### src/rtl/seg7_pkg.sv
// Shared 7-segment definitions for the stopwatch display path.
// Segment vectors are ordered {g,f,e,d,c,b,a}: bit 0 is segment a, bit 6 is segment g.
// All encodings here are active-high; pin polarity is applied at the output register.
package seg7_pkg;

    typedef logic [6:0] seg7_t;

    localparam seg7_t SEG_BLANK = 7'b0000000;

    localparam seg7_t SEG_0 = 7'b0111111;
    localparam seg7_t SEG_1 = 7'b0000110;
    localparam seg7_t SEG_2 = 7'b1011011;
    localparam seg7_t SEG_3 = 7'b1001111;
    localparam seg7_t SEG_4 = 7'b1100110;
    localparam seg7_t SEG_5 = 7'b1101101;
    localparam seg7_t SEG_6 = 7'b1111101;
    localparam seg7_t SEG_7 = 7'b0000111;
    localparam seg7_t SEG_8 = 7'b1111111;
    localparam seg7_t SEG_9 = 7'b1101111;

endpackage

### src/rtl/bcd_to_seg7.sv
// Combinational BCD digit to 7-segment decoder (active-high, {g,f,e,d,c,b,a}).
// Codes 10..15 are not valid BCD and are shown dark rather than as garbage.
module bcd_to_seg7
    import seg7_pkg::*;
(
    input  logic [3:0] i_bcd,
    output seg7_t      o_seg
);

    // Table lookup of the digit pattern; anything outside 0..9 is blank
    always_comb begin
        o_seg = SEG_BLANK;
        case (i_bcd)
            4'd0:    o_seg = SEG_0;
            4'd1:    o_seg = SEG_1;
            4'd2:    o_seg = SEG_2;
            4'd3:    o_seg = SEG_3;
            4'd4:    o_seg = SEG_4;
            4'd5:    o_seg = SEG_5;
            4'd6:    o_seg = SEG_6;
            4'd7:    o_seg = SEG_7;
            4'd8:    o_seg = SEG_8;
            4'd9:    o_seg = SEG_9;
            default: o_seg = SEG_BLANK;
        endcase
    end

endmodule

### src/rtl/seg7_scan_driver.sv
// Time-multiplexed common-anode 7-segment driver for the stopwatch digits.
// The digit bus comes from a divided-clock domain, so it is double-sampled and only
// accepted once two consecutive samples agree. A display register sits after that so
// the lap-hold can freeze what is shown while capture keeps running underneath.
// Each idx change is followed by one dark cycle so the previous digit's pattern never
// bleeds onto the next anode.
module seg7_scan_driver
    import seg7_pkg::*;
#(
    parameter int NUM_DIGITS = 4,
    parameter int SCAN_DIV   = 50000,
    parameter bit ACTIVE_LOW = 1'b1
) (
    input  logic                      clk,
    input  logic                      reset,
    input  logic [4*NUM_DIGITS-1:0]   digits_bcd,
    input  logic                      hold,
    input  logic                      blank_lz,
    input  logic [NUM_DIGITS-1:0]     dp_pos,
    output logic [NUM_DIGITS-1:0]     an,
    output logic [6:0]                seg,
    output logic                      dp,
    output logic                      frame_start
);

    localparam int IDX_W = $clog2(NUM_DIGITS);
    localparam int PRE_W = $clog2(SCAN_DIV);
    localparam logic [PRE_W-1:0] PRE_LAST = PRE_W'(SCAN_DIV - 1);
    localparam logic [IDX_W-1:0] IDX_LAST = IDX_W'(NUM_DIGITS - 1);

    logic [4*NUM_DIGITS-1:0] r_sync1;
    logic [4*NUM_DIGITS-1:0] r_sync2;
    logic [4*NUM_DIGITS-1:0] r_stable;
    logic [4*NUM_DIGITS-1:0] r_display;
    logic [PRE_W-1:0]        r_presc;
    logic [IDX_W-1:0]        r_idx;
    logic                    r_dead;

    logic [3:0]              w_digit;
    seg7_t                   w_decoded;
    logic [NUM_DIGITS-1:0]   w_blank;
    logic [NUM_DIGITS-1:0]   w_an;
    seg7_t                   w_seg;
    logic                    w_dp;

    // Sample the async digit bus twice, accept only when two samples match, then
    // copy into the display register unless the lap-hold is freezing it
    always_ff @(posedge clk or posedge reset) begin
        if (reset) begin
            r_sync1   <= '0;
            r_sync2   <= '0;
            r_stable  <= '0;
            r_display <= '0;
        end else begin
            r_sync1 <= digits_bcd;
            r_sync2 <= r_sync1;
            if (r_sync1 == r_sync2) begin
                r_stable <= r_sync1;
            end
            if (!hold) begin
                r_display <= r_stable;
            end
        end
    end

    // Prescaler sets the per-digit dwell; its wrap steps idx and opens a dead cycle
    always_ff @(posedge clk or posedge reset) begin
        if (reset) begin
            r_presc <= '0;
            r_idx   <= '0;
            r_dead  <= 1'b0;
        end else if (r_presc == PRE_LAST) begin
            r_presc <= '0;
            r_idx   <= (r_idx == IDX_LAST) ? '0 : r_idx + 1'b1;
            r_dead  <= 1'b1;
        end else begin
            r_presc <= r_presc + 1'b1;
            r_dead  <= 1'b0;
        end
    end

    // Walk down from the top digit: stay in the leading-zero run until a non-zero
    // digit or a lit decimal point is met; digit 0 is never part of the run
    always_comb begin
        logic w_lead;
        w_lead  = blank_lz;
        w_blank = '0;
        for (int k = NUM_DIGITS - 1; k >= 1; k--) begin
            if ((r_display[4*k +: 4] != 4'd0) || dp_pos[k]) begin
                w_lead = 1'b0;
            end
            w_blank[k] = w_lead;
        end
    end

    assign w_digit = r_display[{r_idx, 2'b00} +: 4];

    bcd_to_seg7 u_decode (
        .i_bcd (w_digit),
        .o_seg (w_decoded)
    );

    // Active-high drive for the current digit, all dark during the dead cycle
    always_comb begin
        w_an  = '0;
        w_seg = SEG_BLANK;
        w_dp  = 1'b0;
        if (!r_dead) begin
            w_an[r_idx] = 1'b1;
            w_seg       = w_blank[r_idx] ? SEG_BLANK : w_decoded;
            w_dp        = dp_pos[r_idx];
        end
    end

    // Pin register: applies board polarity; frame_start marks the dark cycle before digit 0
    always_ff @(posedge clk or posedge reset) begin
        if (reset) begin
            an          <= {NUM_DIGITS{ACTIVE_LOW}};
            seg         <= {7{ACTIVE_LOW}};
            dp          <= ACTIVE_LOW;
            frame_start <= 1'b0;
        end else begin
            an          <= w_an ^ {NUM_DIGITS{ACTIVE_LOW}};
            seg         <= w_seg ^ {7{ACTIVE_LOW}};
            dp          <= w_dp ^ ACTIVE_LOW;
            frame_start <= r_dead && (r_idx == '0);
        end
    end

endmodule

### config.mk
export PLATFORM = sky130hd
export DESIGN_NAME = seg7_scan_driver
export DESIGN_NICKNAME = d
export VERILOG_FILES = /design/src/rtl/seg7_pkg.sv /design/src/rtl/bcd_to_seg7.sv /design/src/rtl/seg7_scan_driver.sv
export SDC_FILE = /design/constraint.sdc
export NUM_CORES = 1
export LEC_CHECK = 0
export CAP_MARGIN = 20
export CORE_ASPECT_RATIO = 0.7
export CORE_MARGIN = 8
export CORE_UTILIZATION = 55
export CTS_BUF_LIST = sky130_fd_sc_hd__clkbuf_2 sky130_fd_sc_hd__clkbuf_4 sky130_fd_sc_hd__clkbuf_8
export CTS_CLUSTER_SIZE = 10
export DETAILED_ROUTE_END_ITERATION = 12
export PLACE_DENSITY = 0.81
export SLEW_MARGIN = 5
export SYNTH_ARGS = -nofsm -noshare
export SYNTH_HDL_FRONTEND = slang
export SYNTH_SLANG_ARGS = --single-unit
export TNS_END_PERCENT = 20
### constraint.sdc
create_clock -name clk -period 4 [get_ports clk]
set_input_delay 0.8 -clock clk [delete_from_list [all_inputs] [get_ports clk]]
set_output_delay 0.8 -clock clk [all_outputs]
set_load 0.01 [all_outputs]
Word-level counts from Yosys, hierarchy flattened
Memory sizes are Yosys's and may differ from the RTL's. Cells that the tools add are included.

Logic and storage cells: 48. Bits in latches: 0. Bits in writable memories: 0. ROM bits: 112. Memories: 1. Output and inout bits: 13. Register bits: 96.

Memory list: (name not given) (words 16, bits a word 7, read ports 1, clocked after Yosys merged registers in 0, wr ports 0, RTL line bcd_to_seg7.sv:13) `case (i_bcd)`.

Shift-type cells: 1. Add/subtract/negate cells: 2. Divide/modulo/power cells: 0. $lt $le $gt $ge: 2. Equal/unequal tests: 3. Reduce and logical (&&, ||, !) cells: 9. Multiplexer cells: 16. Bitwise operators: 3. Multiply operators: 0.

Operators with widths (number): $add 16x1->16 const B (1); $eq 16x16->1 (1); $eq 16x16->1 const B (1); $mux 16 (1); $shiftx 16x5->4 (1); $mux 7 (2); $reduce_bool 4->1 (3); $mux 1 (8); $not 7->7 (1); $bmux 1 s2 (2); $mux 4 (1); $not 4->4 (1); $logic_or 1x1->1 (3); $lt 2x3->1 const B (1); $add 2x1->2 const B (1); $demux 1 s2 (1); $eq 2x2->1 const B (1); $ge 2x1->1 const B (1); $logic_and 1x1->1 (2); $logic_not 2->1 (1); $mux 2 (1); $not 1->1 (1).

Longest topological paths before layout
Gate-level depths: netlist (run 1).

Depth in word-level cells: 10. Gate-level depth with buffers: 8. Mapped depth without buffers: 7.

Modules after synthesis
A second synthesis (run 1) with hierarchy kept.

Cells, all modules: 281. Area total of the unflattened synthesis: 3955.0 µm².

By module, submodules not included: seg7_scan_driver (sequential area each 2417.3 µm², area each 3734.8 µm², times used 1, cells each 253); bcd_to_seg7 (sequential area each 0.0 µm², area each 220.2 µm², times used 1, cells each 28).

Worst setup path before layout (run 1)
No wires, ideal clock.

Kind: register to register. From: reg r_idx[0]. To: reg seg[4]. Slack: 2009 ps. Stages on the path, launching flop included: 9. Arrival time: 1891 ps. Period minus slack after synthesis: 1991 ps. Buffers on the path: 1. Setup time: 100 ps. Cells stage by stage: dfrtp_1 > buf_6 > mux4_1 > inv_1 > ha_1 > inv_1 > mux2_2 > o21ai_1 > o211ai_1.

Longest elaborated chain between the ends: 5. Elaborated cells between the ends (all ways): 7. Classes of those cells: shift (1); mux (4); bitwise (1); memory (1).

RTL lines: start: declaration (RTL line seg7_scan_driver.sv:36) `logic [IDX_W-1:0] r_idx;`; start signal: assignment (RTL line seg7_scan_driver.sv:74) `r_idx <= (r_idx == IDX_LAST) ? '0 : r_idx + 1'b1;`; $shiftx 16x5->4 or $bmux 1 s2 (tied branches) (RTL line seg7_scan_driver.sv:96, seg7_scan_driver.sv:110); $mem_v2 16x7 or $mux 1 (tied branches); $mux 7 (*) (RTL line seg7_scan_driver.sv:110) `w_seg = w_blank[r_idx] ? SEG_BLANK : w_decoded;`; $mux 7 (*) (RTL line seg7_scan_driver.sv:108) `if (!r_dead) begin`; $not 7->7 (no source line) (*); end signal: assignment (RTL line seg7_scan_driver.sv:119) `seg <= {7{ACTIVE_LOW}};`; end signal: assignment (RTL line seg7_scan_driver.sv:124) `seg <= w_seg ^ {7{ACTIVE_LOW}};`; end: declaration (RTL line seg7_scan_driver.sv:21) `output logic [6:0] seg,`.

Every way passes the cells marked *; elsewhere a longest branch is shown, timed or not. The select of a mux whose other input is x is not followed. A chain may end at the register's enable or synchronous reset.

Worst setup path after layout (run 1)
From: reg r_sync1[8]. To: reg r_stable[9].

Longest elaborated chain between the ends: 1.

RTL lines: start: declaration (RTL line seg7_scan_driver.sv:31) `logic [4*NUM_DIGITS-1:0] r_sync1;`; start signal: assignment (RTL line seg7_scan_driver.sv:55) `r_sync1 <= digits_bcd;`; $eq 16x16->1 (RTL line seg7_scan_driver.sv:57) `if (r_sync1 == r_sync2) begin`; end signal: assignment (RTL line seg7_scan_driver.sv:58) `r_stable <= r_sync1;`; end: declaration (RTL line seg7_scan_driver.sv:33) `logic [4*NUM_DIGITS-1:0] r_stable;`.

No other way between the ends.

==> run_results.csv, run 1 <==
group,metric,value,unit
setup_path,r2r_slack,1.21,ns
logic_synthesis,yosysMostFrequentCell,"dfrtp_1",
drt,wl_per_cell,16.0,microns
drt,antenna_left,0,
clocking,clkSinkCount,96,
pwr,leakage,2.07,nW
sta,max_slew.worst_pin.slew,0.892,ns
logic_synthesis,yosys_warnings,0,
setup_path,startpoint_type,"register",
sta,rsz0062_at_grt,"no",
global_route,grtUsageTotal,14.8,%
clocking,cts_buffers,9,
cells_and_area,diodes,0,
clocking,root_buffer,"clkbuf_8",
logic_synthesis,synth_area,0.00387,sq mm
logic_synthesis,synth_adder_area_share,3.23,%
logic_synthesis,synth_nets,310,
setup_path,cp_top_family,"simple AND/OR/NAND/NOR gates",
logic_synthesis,synth_mux_area_share,14.4,%
logic_synthesis,synth.top_cell.area_share,54.3,%
logic_synthesis,synth_seq_cells,96,
logic_synthesis,synth_commonest_cells,"84 x dfrtp_1, 26 x mux2_2, 24 x xor2_1",
sta,relSlewSlack,40.3,%
logic_synthesis,synth_top_family_by_area,"multiplexers",
clocking,clk_latency,0.36,ns
floorplanning,die-area,0.0100,sq mm
clocking,postCtsSetupBuffers,0,
floorplanning,initial_utilization,57.0,%
clocking,holdBufCountCts,0,
run,max_cap_viol_count,0,
floorplanning,rows,25,
setup_path,path_buf_inv,0,
global_route,grt_pass1_vias,2305,
logic_synthesis,synth_cell_types,37,
setup_path,crit_type,"reg -> reg",
drt,drtIter0Drc,127,
worst_hold_path,holdPathStages,0,
setup_path,cpMaxStageDelayCell,"nand4_1",
pwr,pwr_density_cell,370,mW/mm^2
logic_synthesis,synth_area_leaders,"dfrtp_1 54%, dfstp_2 8.1%, mux2_2 7.6%",
global_route,antenna_found_initial,0,
floorplanning,ios,37,
status,status,"finished, final reports clean",
pwr,ir_worst_vdd,0.186,mV
logic_synthesis,yosys_most_used_dff,"dfrtp_1",
worst_hold_path,hold_path.class,"reg -> reg",
sta,slew_violations,0,
setup_path,cpPeakStageDelay,0.86,ns
sta,holdWs,0.420,ns
clocking,cts.htree.levels,3,
setup_path,worstPathMaxFanout,16,
sta,tns,0,ns
clocking,cts_tree,"built",
logic_synthesis,synth_edf_count,0,
clocking,cts_buffer_depth,2,
drt,vias_per_cell,5.29,
logic_synthesis,synthCells,276,
setup_path,cp.depth,4,
setup_path,path_cells,"xor2_1 -> nor4_1 -> nand4_1 -> mux2_1",
sta,finalSetupViolCount,0,
floorplanning,core-area,0.00679,sq mm
placed_design,portBuffers,36,
setup_path,r2r_cells,4,
sta,period_needed,2.79,ns
logic_synthesis,syn_avg_cell_area,14.0,sq um
cells_and_area,layout-drive-gt1-share,18.7,%
drt,wirelength,6620,microns
cells_and_area,nFillCells,503,
logic_synthesis,synth_compound_area_share,3.17,%
cells_and_area,nets,350,
global_route,overflow,0,
setup_path,cp_data_required_time,4.25,ns
logic_synthesis,yosys.area.top_type,"dfrtp_1",
drt,drc,0,
logic_synthesis,seq_area_frac_synth,62.4,%
setup_path,end_kind,"register",
placed_design,gp_congestion,0.846,
sta,clock_skew,0.0110,ns
clocking,cts_resized,0,
global_route,grt_first_pass_wirelength,11400,microns
logic_synthesis,synth_simple_gate_area_share,8.21,%
logic_synthesis,synthXorXnorAreaFrac,6.11,%
placed_design,post-dp-hpwl,4780,microns
sta,hold_violations,0,
setup_path,arrival,3.03,ns
drt,via_count,2194,
sta,period_share,69.6,%
drt,dr.pass1.iters,4,
logic_synthesis,synthArstFlopShare,100,%
sta,timing.fmax,359,MHz
global_route,grt_start_max_net_pins,50,
clocking,clk_pin_slew_worst_paths,0.10,ns
cells_and_area,synthToLayoutAreaGrowth,16.6,%
floorplanning,die_height,86.2,microns
floorplanning,die_w,116,microns
state kept, by name, summed over array words and instances (netlist names):
register,flops
seg,7
r_display,16
an,4
frame_start,1
r_stable,16
r_dead,1
dp,1
r_presc,16
r_sync2,16
r_idx,2
r_sync1,16
worst paths after layout:
| check | start | to |
|---|---|---|
| worst min-delay path | r_sync1[0] | r_sync2[0] |
| max in group asynchronous | reset | r_stable[13] |
| worst min register to register | r_sync1[0] | r_sync2[0] |
| worst max-delay path | r_sync1[8] | r_stable[9] |
| worst max register to register | r_sync1[8] | r_stable[9] |
| min in group asynchronous | reset | r_presc[13] |
area by class of cell:
cell class | count | area, sq um | area share (%)
Multi-Input combinational cell | 160 | 1360 | 30.2
Timing Repair Buffer | 38 | 388 | 8.59
Inverter | 11 | 42.5 | 0.942
Clock buffer | 10 | 138 | 3.05
Sequential cell | 96 | 2420 | 53.5
Tap cell | 94 | 118 | 2.61
Clock inverter | 6 | 50.0 | 1.11
power by group:
part	internal, W	switching [W]	leakage (nW)
combinational	0.0000346	0.0000335	0.762
sequential	0.000988	0.0000118	1.21
clock	0.000253	0.000347	0.0956
total	0.00128	0.000393	2.07
kinds of logic (layout without fill, tap and decap cells):
logic type | count (synthesis) | after routing
flops | 96 | 96
simple gates | 59 | 59
mux | 44 | 44
xor+xnor | 27 | 27
compound gates | 20 | 20
buf+inv | 20 | 65
fa+ha+maj | 10 | 10
through the flow:
stage	cell area (sq um)	cells	power, W	setup WS [ns]	util, %
after CTS	4510	415	0.00168	1.14	66.5
after floorplan	3870	276	0.00105	0.714	-
after global routing	4510	415	0.00173	1.01	66.5
after global placement	4330	399	0.00109	1.26	63.7
final	4510	415	0.00167	1.21	66.5
after detailed placement	4330	399	0.00109	1.15	63.7
worst register-to-register path: cells and delay by family (launching register included):
family                    cells  cell delay, ns
xor gates and xnor gates      1            0.17
DFF                           1            0.43
muxes                         1            0.62
and+or+nand+nor               2            1.45
cell usage in the layout, fill, tap and decap left out, types with 5 or more instances in the layout:
cell / n
dfrtp_1: 84
clkdlybuf4s50_1: 36
mux2_2: 26
xor2_1: 24
nor2_1: 14
nand2_1: 12
dfstp_2: 12
mux2_1: 10
inv_1: 10
ha_1: 10
clkbuf_8: 10
nor4_1: 6
nand4_1: 6
o21ai_1: 6
o211ai_1: 6
nand3_1: 5
metal layers:
layer	vias up	track usage, %	share of wire (%)
li1	1041	-	-
met1	1097	19.6	49
met2	46	22.1	45
met3	10	5.97	5.2
met4	0	4.10	1.3
met5	-	0	0
No activity file was read; power rests on OpenSTA's default activity.
==> inputs of run 2 (changes only) <==
==> constraint.sdc (replaced) <==
create_clock -name clk -period 2.8 [get_ports clk]
set_input_delay 0.56 -clock clk [delete_from_list [all_inputs] [get_ports clk]]
set_output_delay 0.56 -clock clk [all_outputs]
set_load 0.01 [all_outputs]
==> run_results.csv, run 2 (synthesized netlist as in run 1, its figures left out) <==
group,metric,value,unit
drt,wl_per_cell,15.6,microns
clocking,clkSinkCount,96,
clocking,root_buffer,"clkbuf_8",
sta,tns,0,ns
pwr,leakage,2.09,nW
floorplanning,ios,37,
setup_path,end_kind,"register",
sta,setup_ws,0.496,ns
drt,antenna_left,0,
global_route,antenna_found_initial,0,
floorplanning,rows,25,
sta,period_share,82.3,%
sta,finalSetupViolCount,0,
floorplanning,die-area,0.0100,sq mm
drt,vias_per_cell,5.31,
setup_path,arrival,2.54,ns
sta,rsz0062_at_grt,"no",
setup_path,cp_data_required_time,3.04,ns
placed_design,portBuffers,36,
drt,drc,0,
clocking,cts_buffers,9,
sta,period_needed,2.30,ns
run,max_cap_viol_count,0,
global_route,overflow,0,
placed_design,gp_congestion,0.865,
cells_and_area,final_common_cell,"dfrtp_1",
clocking,cts_tree,"built",
cells_and_area,diodes,0,
floorplanning,initial_utilization,57.0,%
placed_design,place_ws,0.527,ns
sta,slew_violations,0,
placed_design,post-dp-hpwl,4680,microns
setup_path,path_cells,"xor2_1 -> nor4_1 -> nand4_1 -> buf_4 -> mux2_1",
drt,wirelength,6510,microns
clocking,cts.htree.levels,3,
setup_path,crit_type,"reg -> reg",
pwr,pwr_density_cell,537,mW/mm^2
sta,relSlewSlack,51.8,%
worst_hold_path,hold_path.class,"reg -> reg",
setup_path,cpMaxStageDelayCell,"nand4_1",
status,status,"finished, final reports clean",
global_route,grt_first_pass_wirelength,11400,microns
sta,hold_violations,0,
clocking,cts_resized,0,
global_route,grt_pass1_vias,2374,
cells_and_area,synthToLayoutAreaGrowth,18.0,%
setup_path,startpoint_type,"register",
cells_and_area,final_core_util,67.3,%
clocking,cts_buffer_depth,2,
clocking,clk_pin_slew_worst_paths,0.09,ns
setup_path,r2r_cells,5,
floorplanning,core-area,0.00679,sq mm
global_route,grt_start_max_net_pins,50,
floorplanning,die_height,86.2,microns
cells_and_area,final_cell_mix,"84 x dfrtp_1, 36 x clkdlybuf4s50_1, 26 x mux2_2, 24 x xor2_1, 14 x nor2_1",
sta,max_slew.worst_pin.slew,0.721,ns
clocking,postCtsSetupBuffers,0,
clocking,clk_latency,0.35,ns
global_route,grtUsageTotal,14.6,%
floorplanning,die_w,116,microns
worst_hold_path,holdPathStages,0,
drt,dr.pass1.iters,4,
setup_path,worstPathMaxFanout,10,
setup_path,cpPeakStageDelay,0.47,ns
sta,clock_skew,0.00991,ns
clocking,holdBufCountCts,0,
cells_and_area,layout-drive-gt1-share,19.2,%
drt,via_count,2214,
cells_and_area,nets,352,
pwr,ir_worst_vdd,0.341,mV
drt,drtIter0Drc,86,
sta,timing.fmax,434,MHz
==> run 2: cell count changes in the layout (fill, tap and decap cells not counted) <==
cell | previous run | this run
clkinvlp_4 | 1 | 2
clkinv_2 | 2 | 1
inv_8 | 1 | 0
clkbuf_8 | 10 | 11
buf_4 | 1 | 2
clkbuf_4 | 0 | 1
buf_12 | 1 | 2
inv_6 | 3 | 1
bufinv_16 | 0 | 1
==> run 2: cell type report <==
class                           count  area [sq um]
Timing Repair Buffer               40           415
Tap cell                           94           118
Clock inverter                      4          51.3
Inverter                           11          45.0
Clock buffer                       12           159
Multi-Input combinational cell    160          1360
Fill cell                         487          2220
Sequential cell                    96          2420
==> run 2: per-layer routing <==
metal | vias to the layer above | track usage [%] | part of all wire, % | wire, microns
met1 | 1107 | 19.7 | 49 | 3170
met4 | 0 | 3.63 | 0.65 | 42
met3 | 6 | 5.62 | 6.3 | 411
li1 | 1047 | - | - | -
met2 | 54 | 21.7 | 44 | 2890
met5 | - | 0 | 0 | 0
==> run 2: final timing paths <==
path | start | endpoint | slack [ns]
worst max-delay path | r_sync1[2] | r_stable[6] | 0.50
worst min-delay path | r_sync1[8] | r_sync2[8] | 0.42
worst max register to register | r_sync1[2] | r_stable[6] | 0.50
worst min register to register | r_sync1[8] | r_sync2[8] | 0.42
max in group asynchronous | reset | r_display[7] | 1.67
min in group asynchronous | reset | r_sync2[1] | 0.56
==> run 2: worst max-delay path, delay by kind of cell (launching register included) <==
family | cells | cell delay (ns)
buffers and inverters | 1 | 0.35
muxes | 1 | 0.33
DFF | 1 | 0.42
and+or+nand+nor | 2 | 0.92
xor gates and xnor gates | 1 | 0.18
==> run 2: where the power goes <==
| group | total (W) | switching, W | internal, W |
|---|---|---|---|
| clock network | 0.000922 | 0.000449 | 0.000473 |
| logic | 0.000101 | 0.0000486 | 0.0000524 |
| registers | 0.00143 | 0.0000176 | 0.00141 |
==> run 2: stage by stage <==
step | hold WS [ns] | instances | total power (W) | instance area (sq um)
floorplan | 0.385 | 276 | 0.00150 | 3870
global placement | 0.394 | 401 | 0.00156 | 4360
detailed placement | 0.402 | 401 | 0.00156 | 4360
CTS | 0.423 | 417 | 0.00248 | 4570
global route | 0.435 | 417 | 0.00256 | 4570
finish | 0.416 | 417 | 0.00245 | 4570
==> inputs of run 3 (changes only) <==
==> constraint.sdc (replaced) <==
create_clock -name clk -period 2.2 [get_ports clk]
set_input_delay 0.44 -clock clk [delete_from_list [all_inputs] [get_ports clk]]
set_output_delay 0.44 -clock clk [all_outputs]
set_load 0.01 [all_outputs]
==> run_results.csv, run 3 (synthesized netlist as in run 1, its figures left out) <==
group,metric,value,unit
drt,dr.pass1.iters,4,
placed_design,gp_congestion,0.802,
global_route,met2_usage,21.0,%
setup_path,end_kind,"register",
worst_hold_path,worstHoldStart,"r_sync1[11]",
setup_path,arrival,2.28,ns
sta,finalSetupViolCount,0,
floorplanning,die_w,116,microns
floorplanning,ios,37,
sta,hold_violations,0,
run,max_cap_viol_count,0,
cells_and_area,nFillCells,501,
pwr,combPwrFrac,4.3,%
sta,relSlewSlack,61.5,%
sta,max_slew.worst_pin.slew,0.578,ns
pwr,cell_internal_pwr,0.00240,W
cells_and_area,layout-drive-gt1-share,20.7,%
global_route,overflow,0,
pwr,sequentialPowerShare,59.7,%
setup_path,crit_type,"reg -> reg",
clocking,clkSinkCount,96,
clocking,cts_tree,"built",
pwr,switchingPower,0.000649,W
clocking,cts_buffer_depth,2,
placed_design,post-dp-hpwl,4900,microns
clocking,postCtsSetupBuffers,0,
worst_hold_path,hold_path.class,"reg -> reg",
drt,wl_per_cell,15.4,microns
setup_path,crit_start,"r_idx[0]",
setup_path,path_buf_inv,2,
placed_design,placed_cell_area,0.00440,sq mm
drt,wirelength,6490,microns
floorplanning,die_height,86.2,microns
sta,clock_skew,0.00932,ns
setup_path,cp_top_family,"multiplexers",
placed_design,portBuffers,36,
status,status,"finished, final reports clean",
cells_and_area,nets,358,
global_route,grt_pass1_vias,2303,
global_route,grt_util_met3,5.76,%
cells_and_area,multi_input_area,0.00136,sq mm
setup_path,r2r_start,"r_idx[0]",
sta,rsz0062_at_grt,"no",
cells_and_area,final_common_cell,"dfrtp_1",
sta,tns,0,ns
global_route,grt_use_met1,20.0,%
global_route,grt_first_pass_wirelength,11300,microns
setup_path,cp_data_required_time,2.46,ns
pwr,clkPwrFrac,36.0,%
clocking,cts_buffers,9,
floorplanning,core-area,0.00679,sq mm
cells_and_area,synthToLayoutAreaGrowth,18.6,%
drt,drtIter0Drc,67,
sta,slew_violations,0,
cells_and_area,fin_area,0.00459,sq mm
sta,period_share,91.5,%
pwr,leakage,2.10,nW
setup_path,cpPeakStageDelay,0.63,ns
setup_path,path_cells,"mux4_1 -> inv_1 -> ha_1 -> inv_1 -> mux2_2 -> o21ai_1 -> o211ai_1",
setup_path,worstPathMaxFanout,5,
global_route,grt_busiest_layer,"met2",
clocking,root_buffer,"clkbuf_8",
floorplanning,initial_utilization,57.0,%
drt,vias_per_cell,5.27,
cells_and_area,diodes,0,
pwr,swShare,21.3,%
drt,drc,0,
cells_and_area,final_core_util,67.7,%
setup_path,startpoint_type,"register",
cells_and_area,final_cell_mix,"83 x dfrtp_1, 36 x clkdlybuf4s50_1, 26 x mux2_2, 24 x xor2_1, 14 x nor2_1",
cells_and_area,register_area,0.00242,sq mm
pwr,ir_worst_vdd,0.487,mV
floorplanning,rows,25,
setup_path,worst_path_most_repeated_cell,"inv_1",
global_route,grtUsageTotal,14.8,%
floorplanning,die-area,0.0100,sq mm
setup_path,cpMaxStageDelayCell,"mux4_1",
global_route,grt_start_max_net_pins,36,
clocking,clk_latency,0.36,ns
drt,antenna_left,0,
clocking,clk_pin_slew_worst_paths,0.08,ns
sta,period_needed,2.01,ns
clocking,cts.htree.levels,3,
pwr,pwr_density_cell,663,mW/mm^2
drt,via_count,2226,
global_route,antenna_found_initial,0,
sta,timing.fmax,497,MHz
## run 3: cell types whose count changed in the layout (fill, tap and decap cells not counted), sizes merged
| cell | delta |
|---|---|
| buf | +6 |
| clkbuf | -2 |
| clkinv | +1 |
| clkinvlp | +1 |
| inv | -1 |
## run 3: layout make-up
type                    instances  area share (%)
multi-input cells             160            29.6
flip-flops and latches         96            52.7
well taps                      94            2.56
clock buffers                  10            2.86
inverters                      11           0.981
repair buffers                 46            10.0
clock inverters                 5            1.28
## run 3: final timing paths
| kind | endpoint | depth (start not counted) | slack, ns |
|---|---|---|---|
| setup / recovery | seg[4] | 7 | 0.19 |
| hold / removal | r_sync2[11] | 0 | 0.42 |
| setup reg to reg | seg[4] | 7 | 0.19 |
| hold reg to reg | r_sync2[11] | 0 | 0.42 |
| max in group asynchronous | an[1] | 3 | 1.14 |
| min in group asynchronous | r_sync1[2] | 2 | 0.46 |
## run 3: per-layer routing
| layer | up-vias | routed length (microns) |
|---|---|---|
| met4 | 0 | 71 |
| li1 | 1060 | - |
| met5 | - | 0 |
| met2 | 44 | 2900 |
| met1 | 1114 | 3170 |
| met3 | 8 | 344 |
## run 3: timing repair
action,in CTS,in global routing
resized for setup,0,1
hold buffers,0,0
setup endpoints to repair,0,1
## run 3: per-stage QoR
| stage | cells | setup slack (ns) | hold WS (ns) | total power, W |
|---|---|---|---|---|
| 2_1_floorplan | 276 | 0.209 | 0.385 | 0.00191 |
| 3_3_place_gp | 407 | 0.222 | 0.403 | 0.00198 |
| 3_5_place_dp | 407 | 0.127 | 0.407 | 0.00199 |
| 4_1_cts | 422 | 0.113 | 0.427 | 0.00309 |
| 5_1_grt | 422 | 0.0554 | 0.448 | 0.00319 |
| 6_report | 422 | 0.186 | 0.422 | 0.00305 |
## run 3: power groups by stage
| stage | Clock [W] | Sequential [W] | Combinational [W] |
|---|---|---|---|
| after global placement | 0 | 0.00185 | 0.000131 |
| final | 0.00110 | 0.00182 | 0.000130 |
| after CTS | 0.00113 | 0.00182 | 0.000134 |
| after global routing | 0.00122 | 0.00182 | 0.000147 |
| after detailed placement | 0 | 0.00185 | 0.000133 |
| after floorplan | 0 | 0.00185 | 0.0000617 |
